--- src/rtl/des_key_schedule_if.sv ---
// Key-schedule handshake bundle: key load side plus the round-word stream toward PC2.
// decrypt exists only when DES_KEY_DECRYPT_EN is defined.
interface des_key_schedule_if;
  logic [1:64] key_in;
  logic        key_load;
`ifdef DES_KEY_DECRYPT_EN
  logic        decrypt;
`endif
  logic [1:56] cd_out;
  logic        round_valid;
  logic        round_ready;
  logic [3:0]  round_idx;
  logic        busy;
  logic        done;

  modport master (
`ifdef DES_KEY_DECRYPT_EN
    output decrypt,
`endif
    output key_in, key_load, round_ready,
    input  cd_out, round_valid, round_idx, busy, done
  );

  modport slave (
`ifdef DES_KEY_DECRYPT_EN
    input  decrypt,
`endif
    input  key_in, key_load, round_ready,
    output cd_out, round_valid, round_idx, busy, done
  );
endinterface

--- src/rtl/des_key_schedule.sv ---
// DES key schedule up to PC2: PC-1, then 16 rotated C||D words (decrypt order under DES_KEY_DECRYPT_EN).
// Latency: first word 1 cycle after key_load; 1 word/cycle while round_ready stays high.
// Backpressure: round_ready low freezes cd_out/round_idx with round_valid held; key_load ignored while busy.
module des_key_schedule (
  input logic            clk,
  input logic            rst_n,
  des_key_schedule_if.slave bus
);
  typedef enum logic {IDLE, RUN} state_t;

  state_t      state_q;
  logic [1:28] c_q, d_q;
  logic [3:0]  idx_q;
  logic        valid_q, busy_q, done_q, dec_q;
  logic        dec_load, step_two, hs;
  logic [1:64] k;
  logic [1:28] c0, d0;
  logic        unused_parity;

  assign k  = bus.key_in;
  assign c0 = {k[57], k[49], k[41], k[33], k[25], k[17], k[9],  k[1],
               k[58], k[50], k[42], k[34], k[26], k[18], k[10], k[2],
               k[59], k[51], k[43], k[35], k[27], k[19], k[11], k[3],
               k[60], k[52], k[44], k[36]};
  assign d0 = {k[63], k[55], k[47], k[39], k[31], k[23], k[15], k[7],
               k[62], k[54], k[46], k[38], k[30], k[22], k[14], k[6],
               k[61], k[53], k[45], k[37], k[29], k[21], k[13], k[5],
               k[28], k[20], k[12], k[4]};
  assign unused_parity = ^{k[8], k[16], k[24], k[32], k[40], k[48], k[56], k[64]};

`ifdef DES_KEY_DECRYPT_EN
  assign dec_load = bus.decrypt;
`else
  assign dec_load = 1'b0;
`endif

  // LS[r] is 1 for rounds 1, 2, 9, 16 and 2 otherwise.
  function automatic logic two_step(input logic [4:0] r);
    return !(r == 5'd1 || r == 5'd2 || r == 5'd9 || r == 5'd16);
  endfunction

  function automatic logic [1:28] rot(input logic [1:28] x, input logic right, input logic two);
    logic [1:28] y;
    case ({right, two})
      2'b00:   y = {x[2:28], x[1]};
      2'b01:   y = {x[3:28], x[1:2]};
      2'b10:   y = {x[28], x[1:27]};
      default: y = {x[27:28], x[1:26]};
    endcase
    return y;
  endfunction

  // Encrypt steps into round idx+2; decrypt undoes round 16-idx.
  assign step_two = dec_q ? two_step(5'd16 - {1'b0, idx_q}) : two_step({1'b0, idx_q} + 5'd2);
  assign hs       = valid_q & bus.round_ready;

  always_ff @(posedge clk or negedge rst_n) begin
    if (!rst_n) begin
      state_q <= IDLE;
      c_q     <= '0;
      d_q     <= '0;
      idx_q   <= '0;
      valid_q <= 1'b0;
      busy_q  <= 1'b0;
      done_q  <= 1'b0;
      dec_q   <= 1'b0;
    end else begin
      done_q <= 1'b0;
      case (state_q)
        IDLE: begin
          if (bus.key_load) begin
            c_q     <= dec_load ? c0 : rot(c0, 1'b0, 1'b0);
            d_q     <= dec_load ? d0 : rot(d0, 1'b0, 1'b0);
            idx_q   <= '0;
            valid_q <= 1'b1;
            busy_q  <= 1'b1;
            dec_q   <= dec_load;
            state_q <= RUN;
          end
        end
        RUN: begin
          if (hs) begin
            if (idx_q == 4'd15) begin
              idx_q   <= '0;
              valid_q <= 1'b0;
              busy_q  <= 1'b0;
              done_q  <= 1'b1;
              state_q <= IDLE;
            end else begin
              c_q   <= rot(c_q, dec_q, step_two);
              d_q   <= rot(d_q, dec_q, step_two);
              idx_q <= idx_q + 4'd1;
            end
          end
        end
      endcase
    end
  end

  assign bus.cd_out      = {c_q, d_q};
  assign bus.round_valid = valid_q;
  assign bus.round_idx   = idx_q;
  assign bus.busy        = busy_q;
  assign bus.done        = done_q;
endmodule
--- src/flat_wrapper.sv ---
// flat-port wrapper written by rule: the top's interface ports become plain ports
module des_key_schedule_flat 
  (clk, rst_n, bus_key_in, bus_key_load, bus_round_ready, bus_cd_out, bus_round_valid, bus_round_idx, bus_busy, bus_done);
  des_key_schedule_if bus_i ();
  input logic clk;
  input logic rst_n;
  input wire logic [$bits(bus_i.key_in)-1:0] bus_key_in;
  input wire logic [$bits(bus_i.key_load)-1:0] bus_key_load;
  input wire logic [$bits(bus_i.round_ready)-1:0] bus_round_ready;
  output wire logic [$bits(bus_i.cd_out)-1:0] bus_cd_out;
  output wire logic [$bits(bus_i.round_valid)-1:0] bus_round_valid;
  output wire logic [$bits(bus_i.round_idx)-1:0] bus_round_idx;
  output wire logic [$bits(bus_i.busy)-1:0] bus_busy;
  output wire logic [$bits(bus_i.done)-1:0] bus_done;
  assign bus_i.key_in = bus_key_in;
  assign bus_i.key_load = bus_key_load;
  assign bus_i.round_ready = bus_round_ready;
  assign bus_cd_out = bus_i.cd_out;
  assign bus_round_valid = bus_i.round_valid;
  assign bus_round_idx = bus_i.round_idx;
  assign bus_busy = bus_i.busy;
  assign bus_done = bus_i.done;
  des_key_schedule u_core (.clk(clk), .rst_n(rst_n), .bus(bus_i));
endmodule
--- config.mk ---
export PLATFORM = sky130hd
export DESIGN_NAME = des_key_schedule_flat
export DESIGN_NICKNAME = d
export VERILOG_FILES = /design/src/rtl/des_key_schedule_if.sv /design/src/rtl/des_key_schedule.sv /design/src/flat_wrapper.sv
export SDC_FILE = /design/constraint.sdc
export NUM_CORES = 1
export LEC_CHECK = 0
export ABC_AREA = 1
export CAP_MARGIN = 20
export CORE_UTILIZATION = 43
export DETAILED_ROUTE_END_ITERATION = 7
export GPL_ROUTABILITY_DRIVEN = 0
export HOLD_SLACK_MARGIN = 0.1
export PLACE_DENSITY = 0.75
export SYNTH_ARGS = -nofsm -noshare
export SYNTH_HDL_FRONTEND = slang
export SYNTH_SLANG_ARGS = --single-unit
--- constraint.sdc ---
create_clock -name clk -period 2.7 [get_ports clk]
set_clock_uncertainty 0.15 [all_clocks]
set_input_delay 0.54 -clock clk [delete_from_list [all_inputs] [get_ports clk]]
set_output_delay 0.54 -clock clk [all_outputs]
set_load 0.03 [all_outputs]
Yosys cells after proc, flatten, opt, wreduce, memory -nomap -nowiden
Cells that the tools add are included.
Widths: inputs -> output; s select.
{"block": "word_totals", "register_bits": 63, "inputBits": 68, "out_inout_bits": 63, "word_cells": 52}
{"block": "classes", "n_addsub": 2, "n_eq_ne": 9, "muxes": 25, "n_bitwise": 2, "reduce_logical": 8}
{"op": "$pmux 28 s2", "count": 4}
{"op": "$mux 28", "count": 6}
{"op": "$mux 4", "count": 3}
{"op": "$mux 1", "count": 9}
{"op": "$ne 2x2->1 const B", "count": 4}
{"op": "$pmux 4 s2", "count": 1}
{"op": "$reduce_and 3->1", "count": 2}
{"op": "$add 4x2->5 const B", "count": 1}
{"op": "$eq 5x1->1 const B", "count": 1}
{"op": "$eq 5x2->1 const B", "count": 1}
{"op": "$eq 5x4->1 const B", "count": 1}
{"op": "$eq 5x5->1 const B", "count": 1}
{"op": "$add 4x1->4 const B", "count": 1}
{"op": "$eq 4x4->1 const B", "count": 1}
{"op": "$pmux 1 s2", "count": 2}
{"op": "$logic_or 1x1->1", "count": 3}
{"op": "$logic_not 2->1", "count": 1}
{"op": "$reduce_and 2->1", "count": 1}
{"op": "$and 1x1->1", "count": 1}
{"op": "$logic_not 1->1", "count": 1}
{"op": "$not 1->1", "count": 1}

Depth between registers and ports, before layout
Gate-level depths: netlist (run 1).
{"block": "logic_depth", "word_depth": 11, "ltp_mapped": 12}

Worst setup path after synthesis (run 1)
No wires, ideal clock.
{"block": "synth_path", "path_kind": "register -> register", "startpoint": "register u_core.idx_q[2] (netlist: u_core.bus.round_idx[2])", "endpoint": "register u_core.d_q[10] (netlist name)", "arrival_time_ns": 1.755, "path_slack_ns": 0.672, "path_stages_with_launch": 8, "n_path_buf": 2, "period_less_slack_ns": 2.028, "cell_sequence": "dfrtp_1 -> ha_1 -> inv_1 -> clkbuf_1 -> clkbuf_1 -> nand3_1 -> nand3_1 -> a21oi_1"}
{"block": "synth_between", "elab_chain_cells": 11}
{"element": "start: declaration", "line": "des_key_schedule.sv:13", "source": "logic [3:0] idx_q;"}
{"element": "start signal: assignment", "line": "des_key_schedule.sv:92", "source": "idx_q <= idx_q + 4'd1;"}
{"element": "$add 4x2->5", "line": "des_key_schedule.sv:54", "source": "assign step_two = dec_q ? two_step(5'd16 - {1'b0, idx_q}) : two_step({1'b0, idx_q} + 5'd2);"}
{"element": "$eq 5x1->1 or $eq 5x2->1 (tied branches)", "line": "des_key_schedule.sv:39", "source": "return !(r == 5'd1 || r == 5'd2 || r == 5'd9 || r == 5'd16);"}
{"element": "$logic_or 1x1->1 (3 in a row)", "line": "des_key_schedule.sv:39"}
{"element": "$logic_not 1->1", "line": "des_key_schedule.sv:39"}
{"element": "$logic_not 2->1", "line": "des_key_schedule.sv:44", "source": "case ({right, two})"}
{"element": "$pmux 28 s2", "line": "des_key_schedule.sv:44"}
{"element": "$mux 28", "line": "des_key_schedule.sv:83", "source": "if (idx_q == 4'd15) begin"}
{"element": "$mux 28", "line": "des_key_schedule.sv:82", "source": "if (hs) begin"}
{"element": "$pmux 28 s2", "line": "des_key_schedule.sv:69", "source": "case (state_q)"}
{"element": "end signal: assignment", "line": "des_key_schedule.sv:73", "source": "d_q <= dec_load ? d0 : rot(d0, 1'b0, 1'b0);"}
{"element": "end signal: assignment", "line": "des_key_schedule.sv:91", "source": "d_q <= rot(d_q, dec_q, step_two);"}
{"element": "end: declaration", "line": "des_key_schedule.sv:12", "source": "logic [1:28] c_q, d_q;"}
Several ways; a longest one is shown, not always the timed one. The select of a mux whose other input is x is not followed.
A chain may end at the register's enable or synchronous reset.

Final worst setup path (run 1)
{"block": "layout_path", "startpoint": "register u_core.idx_q[2] (netlist: u_core.bus.round_idx[2])", "endpoint": "output port bus_round_idx[2]"}
{"element": "end: declaration", "line": "flat_wrapper.sv:12", "source": "output wire logic [$bits(bus_i.round_idx)-1:0] bus_round_idx;"}
No word-level cell between the ends.

==> flow_summary_export.csv, run 1 <==
group,metric,value,unit
timing,tns,0,ps
setup_path,crit_family,"buffers and inverters",
synth,netlist_area,3820,µm²
global_route,grt_remaining_overflow,0,
drt,initialDrtViolationCount,234,
cts,hold_buffers,0,
floorplan,start_util,44.1,%
timing,tightest_slew,822,ps
timing,period_share,82.9,%
cts,cts.reportedPaths.clkPinSlew,70,ps
timing,max_slew_margin,45.2,%
finish,nets,719,
drt,routedWlPerCell,14.8,µm
drt,avgViaCountPerCell,5.46,
cts,htree_levels,3,
setup_path,start_kind,"flop",
cts,cts_num_sinks,63,
synth,mappedNetlistNets,620,
synth,syn_inst,548,
setup_path,worst_path_max_delay_cell,"clkdlybuf4s50_1",
finish,fillers,819,
synth,synth-seq-cells,63,
timing,max_freq,447,MHz
outcome,outcome,"complete, no violations",
setup_path,required,2010,ps
worst_hold_path,min_path_type,"in2async",
finish,antenna_cells,0,
floorplan,die_h,96.3,µm
cts,cts_resized,0,
timing,hold_violations,0,
synth,ys_seq_area_share,41.2,%
finish,stdcell_count,760,
drt,drc,0,
synth,synth_top_family_by_area,"simple AND/OR/NAND/NOR gates",
global_route,antenna_found_initial,0,
global_route,first_global_vias,3828,
drt,wirelength,11.2,mm
setup_path,endpoint_kind,"primary output",
synth,synth-compound-area-share,15.7,%
cts,clock_latency,340,ps
global_route,grt_max_degree,57,
finish,multiInputGateArea,1760,µm²
setup_path,crit_type,"reg2out",
finish,drive_gt1_share,5.06,%
global_route,grt_pass1_wl,17.9,mm
drt,antenna_left,0,
cts,cts_buffers,9,
synth,synth-xor-area-share,0.229,%
setup_path,crit_arrival,1550,ps
synth,synth_fa_ha_area_share,1.31,%
synth,synth_simple_gate_area_share,28.5,%
timing,final_max_slew_viol_count,0,
setup_path,slowest_delay,730,ps
synth,synth_cell_types,18,
timing,whs,142,ps
synth,yosysWarnings,0,
pwr,finalPower,6340,µW
setup_path,cp_max_fo,7,
cts,cts_setup_buffers,0,
global_route,grt_usage,24.7,%
placed_design,dpl.cell_count,744,
drt,first_pass_iters,5,
synth,synth_mux_area_share,0,%
cts,cts_root_buf,"clkbuf_8",
setup_path,crit_chain,"clkdlybuf4s50_1",
timing,period_minus_slack,2240,ps
floorplan,fp-row-count,34,
pwr,power.density,1220,nW/µm²
timing,setup_viol,0,
finish,final_core_util,60.0,%
finish,area_growth,36.2,%
synth,avgSynthCellArea,6.98,µm²
placed_design,hpwl,7.20,mm
floorplan,io_pins,131,
floorplan,core_area,8680,µm²
run,max_cap_viol_count,0,
floorplan,dieArea,9280,µm²
setup_path,critPathBufInv,1,
cts,cts_buffer_depth,2,
cts,cts_tree,"yes",
timing,rsz0062_at_grt,"false",
floorplan,die_x,96.3,µm
placed_design,port_buffers,122,
pwr,leakage,0.00264,µW
finish,regArea,1580,µm²
drt,dr_total_vias,4152,
pwr,irDropWorstVdd,0.756,mV
==> where the power goes <==
part / total [µW] / switching [µW] / internal, µW
sequential: 1630 / 327 / 1300
combinational: 3950 / 2520 / 1420
clock: 766 / 384 / 382
total: 6340 / 3230 / 3110
==> cell type report <==
| type | count | area share (%) |
|---|---|---|
| multi-input combinational | 373 | 33.8 |
| sequential | 63 | 30.3 |
| timing repair buffer | 132 | 25.0 |
| inverter | 68 | 4.90 |
| clock buffer | 13 | 3.05 |
| tap | 108 | 2.59 |
| clock inverter | 3 | 0.336 |
==> metrics by stage <==
step / setup WS, ps / instance area, µm²
detailed placement: 275 / 5030
floorplan: 672 / 3820
global route: 289 / 5210
CTS: 447 / 5210
global placement: 314 / 5030
finish: 463 / 5210
==> metal layers <==
layer / global-route usage (%) / share of wire [%] / vias to the layer above
li1: - / - / 1993
met1: 32.7 / 44 / 1986
met2: 41.8 / 49 / 156
met3: 3.71 / 6.4 / 17
met4: 6.99 / 1.1 / 0
met5: 0 / 0 / -
==> layout by cell type, fill, tap and decap left out, types with 2 or more instances in the layout <==
master	count
clkbuf_1	2
a21oi_1	114
nand2_1	68
nand3_1	117
dfrtp_1	62
o21ai_0	3
clkinv_2	2
ha_1	4
nand2_2	2
clkdlybuf4s50_1	121
inv_2	3
inv_1	65
clkbuf_8	11
buf_4	9
nor2_1	60
==> worst paths after layout <==
check,from,to,slack (ps),cells after the start
setup / recovery,u_core.bus.round_idx[2]$_DFFE_PN0P_,bus_round_idx[2],460,1
hold / removal,rst_n,u_core.bus.round_idx[0]$_DFFE_PN0P_,140,1
setup reg to reg,u_core.bus.round_idx[1]$_DFFE_PN0P_,u_core.c_q[18]$_DFFE_PN0P_,480,8
hold reg to reg,u_core.d_q[12]$_DFFE_PN0P_,u_core.d_q[12]$_DFFE_PN0P_,410,2
max in group asynchronous,rst_n,u_core.d_q[22]$_DFFE_PN0P_,1520,2
min in group clk,u_core.d_q[12]$_DFFE_PN0P_,u_core.d_q[12]$_DFFE_PN0P_,410,2
==> registers in the layout, indices dropped and copies added, names as in the netlist <==
register and cells:
u_core.bus.round_valid 1, u_core.c_q 28, u_core.bus.round_idx 4, u_core.d_q 28
u_core.state_q 1, u_core.bus.done 1
==> cell usage after synthesis <==
master / n / area (µm²)
nand3_1: 117 / 586
nor2_1: 60 / 225
buf_1: 3 / 11.3
nand3_2: 1 / 10.0
ha_1: 4 / 50.1
buf_4: 4 / 30.0
a21oi_2: 1 / 8.76
o21ai_0: 3 / 15.0
dfrtp_1: 63 / 1580
buf_6: 5 / 56.3
o21bai_1: 1 / 7.51
nand4_1: 1 / 6.26
a21oi_1: 114 / 571
inv_1: 68 / 255
buf_2: 20 / 100
nand2_1: 70 / 263
clkbuf_1: 12 / 45.0
xnor2_1: 1 / 8.76
==> kinds of logic (layout without fill, tap and decap cells) <==
| logic type | after synthesis | after routing |
|---|---|---|
| compound gates | 119 | 119 |
| xor+xnor | 1 | 1 |
| fa+ha+maj | 4 | 4 |
| buf+inv | 112 | 216 |
| flops | 63 | 63 |
| simple gates | 249 | 249 |
Note: power is estimated with default switching activity, not from simulation.
==> run 2: changes to the inputs <==
==> constraint.sdc (replaced) <==
create_clock -name clk -period 2.1 [get_ports clk]
set_clock_uncertainty 0.15 [all_clocks]
set_input_delay 0.42 -clock clk [delete_from_list [all_inputs] [get_ports clk]]
set_output_delay 0.42 -clock clk [all_outputs]
set_load 0.03 [all_outputs]
==> run 2 against run 1 <==
  * Count of clock-buffer cells in the layout increased by 1
  * Worst hold slack better by 270 ps
  * Final cell count is 0.92% higher
  * Critical endpoint is now bus_round_valid
==> flow_summary_export.csv, run 2 (synthesized netlist as in run 1, its figures left out) <==
group,metric,value,unit
pwr,pwr-share-seq,24.6,%
outcome,outcome,"complete, no violations",
placed_design,place_ws,-5.35,ps
floorplan,die_h,96.3,µm
floorplan,start_util,44.1,%
floorplan,io_pins,131,
setup_path,crit_type,"reg2out",
setup_path,worst_path_max_delay_cell,"clkdlybuf4s50_1",
pwr,power_switching,4200,µW
finish,drive_gt1_share,6.53,%
cts,htree_levels,3,
setup_path,crit_family,"buffers and inverters",
global_route,first_global_vias,3873,
placed_design,hpwl,7.36,mm
setup_path,endpoint,"bus_round_valid",
cts,clock_latency,340,ps
drt,antenna_left,0,
floorplan,dieArea,9280,µm²
setup_path,endpoint_kind,"primary output",
drt,first_pass_iters,4,
drt,dr_total_vias,4161,
setup_path,crit_chain,"clkdlybuf4s50_1",
setup_path,required,1530,ps
timing,max_freq,491,MHz
drt,drc,0,
finish,design_area,5370,µm²
global_route,grt_max_degree,64,
global_route,grt_remaining_overflow,0,
drt,initialDrtViolationCount,290,
cts,cts.reportedPaths.clkPinSlew,70,ps
setup_path,cp_max_fo,4,
setup_path,crit_arrival,1470,ps
cts,cts_buffers,9,
placed_design,place_area,5130,µm²
finish,final_core_util,61.8,%
pwr,netSwitchingFraction,49.4,%
pwr,power.density,1580,nW/µm²
cts,cts_num_sinks,63,
timing,tightest_slew,625,ps
setup_path,worst-path-stages,1,
cts,cts_tree,"yes",
drt,avgViaCountPerCell,5.43,
global_route,antenna_found_initial,0,
setup_path,r2r-start,"u_core.bus.round_idx[1]$_DFFE_PN0P_",
setup_path,r2r-end,"u_core.c_q[3]$_DFFE_PN0P_",
worst_hold_path,min_path_type,"reg2reg",
setup_path,r2r_cells,10,
pwr,combPwrFrac,62.0,%
timing,period_share,97.0,%
drt,wl_met3,656,µm
drt,routedWlPerCell,14.7,µm
drt,wirelength,11.3,mm
floorplan,die_x,96.3,µm
setup_path,start_kind,"flop",
floorplan,fp-row-count,34,
finish,final_cell_mix,"clkdlybuf4s50_1, nand3_1, a21oi_1, nand2_1, inv_1",
drt,met2_length,5.34,mm
pwr,leakage,0.00272,µW
setup_path,r2r_slack,140,ps
cts,cts_root_buf,"clkbuf_8",
setup_path,critPathBufInv,1,
setup_path,slowest_delay,700,ps
timing,timing.final.ws_setup,63.4,ps
finish,nets,726,
pwr,clkPwrFrac,13.4,%
drt,routed.top_layer,"met4",
finish,mostFrequentLayoutCell,"clkdlybuf4s50_1",
finish,antenna_cells,0,
global_route,grt_pass1_wl,17.9,mm
drt,drt-met1-wl,5.06,mm
run,max_cap_viol_count,0,
floorplan,core_area,8680,µm²
setup_path,startpoint,"u_core.bus.round_valid$_DFFE_PN0P_",
timing,max_slew_margin,58.3,%
placed_design,port_buffers,122,
pwr,internal_power,4300,µW
timing,rsz0062_at_grt,"false",
global_route,grt_usage,25.1,%
finish,area_growth,40.3,%
pwr,finalPower,8500,µW
cts,cts_setup_buffers,0,
timing,setup_viol,0,
timing,final_max_slew_viol_count,0,
cts,cts_buffer_depth,2,
pwr,irDropWorstVdd,0.794,mV
timing,hold_violations,0,
timing,period_minus_slack,2040,ps
==> run 2: changes by cell type in the layout (fill, tap and decap cells not counted), moves of 2 or more <==
cell / before / now
clkinv_2: 2 / 0
dlygate4sd2_1: 0 / 2
dfrtp_1: 62 / 60
buf_6: 0 / 2
buf_12: 1 / 5
dfrtp_2: 1 / 3
clkdlybuf4s50_1: 121 / 118
==> run 2: repair_timing <==
action / 4_1_cts / 5_1_grt
hold buffers: 1 / 0
resized for setup: 2 / 7
endpoints found under the hold margin: 63 / 0
pin swaps: 0 / 1
setup endpoints to repair: 2 / 54
==> run 2: worst min path at each step <==
stage | from | end | slack, ps | cells after the start
after floorplan | rst_n | u_core.bus.done$_DFF_PN0_ | -30 | 0
after global routing | u_core.d_q[13]$_DFFE_PN0P_ | u_core.d_q[13]$_DFFE_PN0P_ | 430 | 2
after CTS | u_core.c_q[6]$_DFFE_PN0P_ | u_core.c_q[6]$_DFFE_PN0P_ | 410 | 2
final | u_core.c_q[5]$_DFFE_PN0P_ | u_core.c_q[5]$_DFFE_PN0P_ | 410 | 2
after global placement | rst_n | u_core.c_q[8]$_DFFE_PN0P_ | 310 | 2
after detailed placement | rst_n | u_core.c_q[7]$_DFFE_PN0P_ | 320 | 2
==> run 2: metal layers <==
layer / vias to the layer above / global-route usage (%)
met2: 139 / 40.5
met3: 17 / 3.79
li1: 2001 / -
met4: 0 / 10.3
met5: - / 0
met1: 2004 / 33.6
==> run 2: layout make-up <==
| type | count | area (µm²) |
|---|---|---|
| fill | 818 | 3310 |
| multi-input combinational | 373 | 1770 |
| sequential | 63 | 1580 |
| timing repair buffer | 139 | 1420 |
| inverter | 68 | 255 |
| clock buffer | 14 | 173 |
| tap | 108 | 135 |
| clock inverter | 2 | 37.5 |
==> run 2: through the flow <==
stage / hold slack, ps / setup TNS (ps) / cells
after floorplan: -25.6 / 0 / 548
after global placement: 312 / 0 / 750
after detailed placement: 315 / -5.35 / 750
after CTS: 413 / 0 / 767
after global routing: 435 / 0 / 767
final: 415 / 0 / 767
==> run 2: power groups by stage <==
stage / combinational, µW / clock, µW / sequential (µW)
finish: 5270 / 1140 / 2090
global route: 5790 / 1200 / 2160
CTS: 5250 / 1150 / 2090
detailed placement: 5240 / 0 / 2110
global placement: 5120 / 0 / 2090
floorplan: 2680 / 0 / 2900
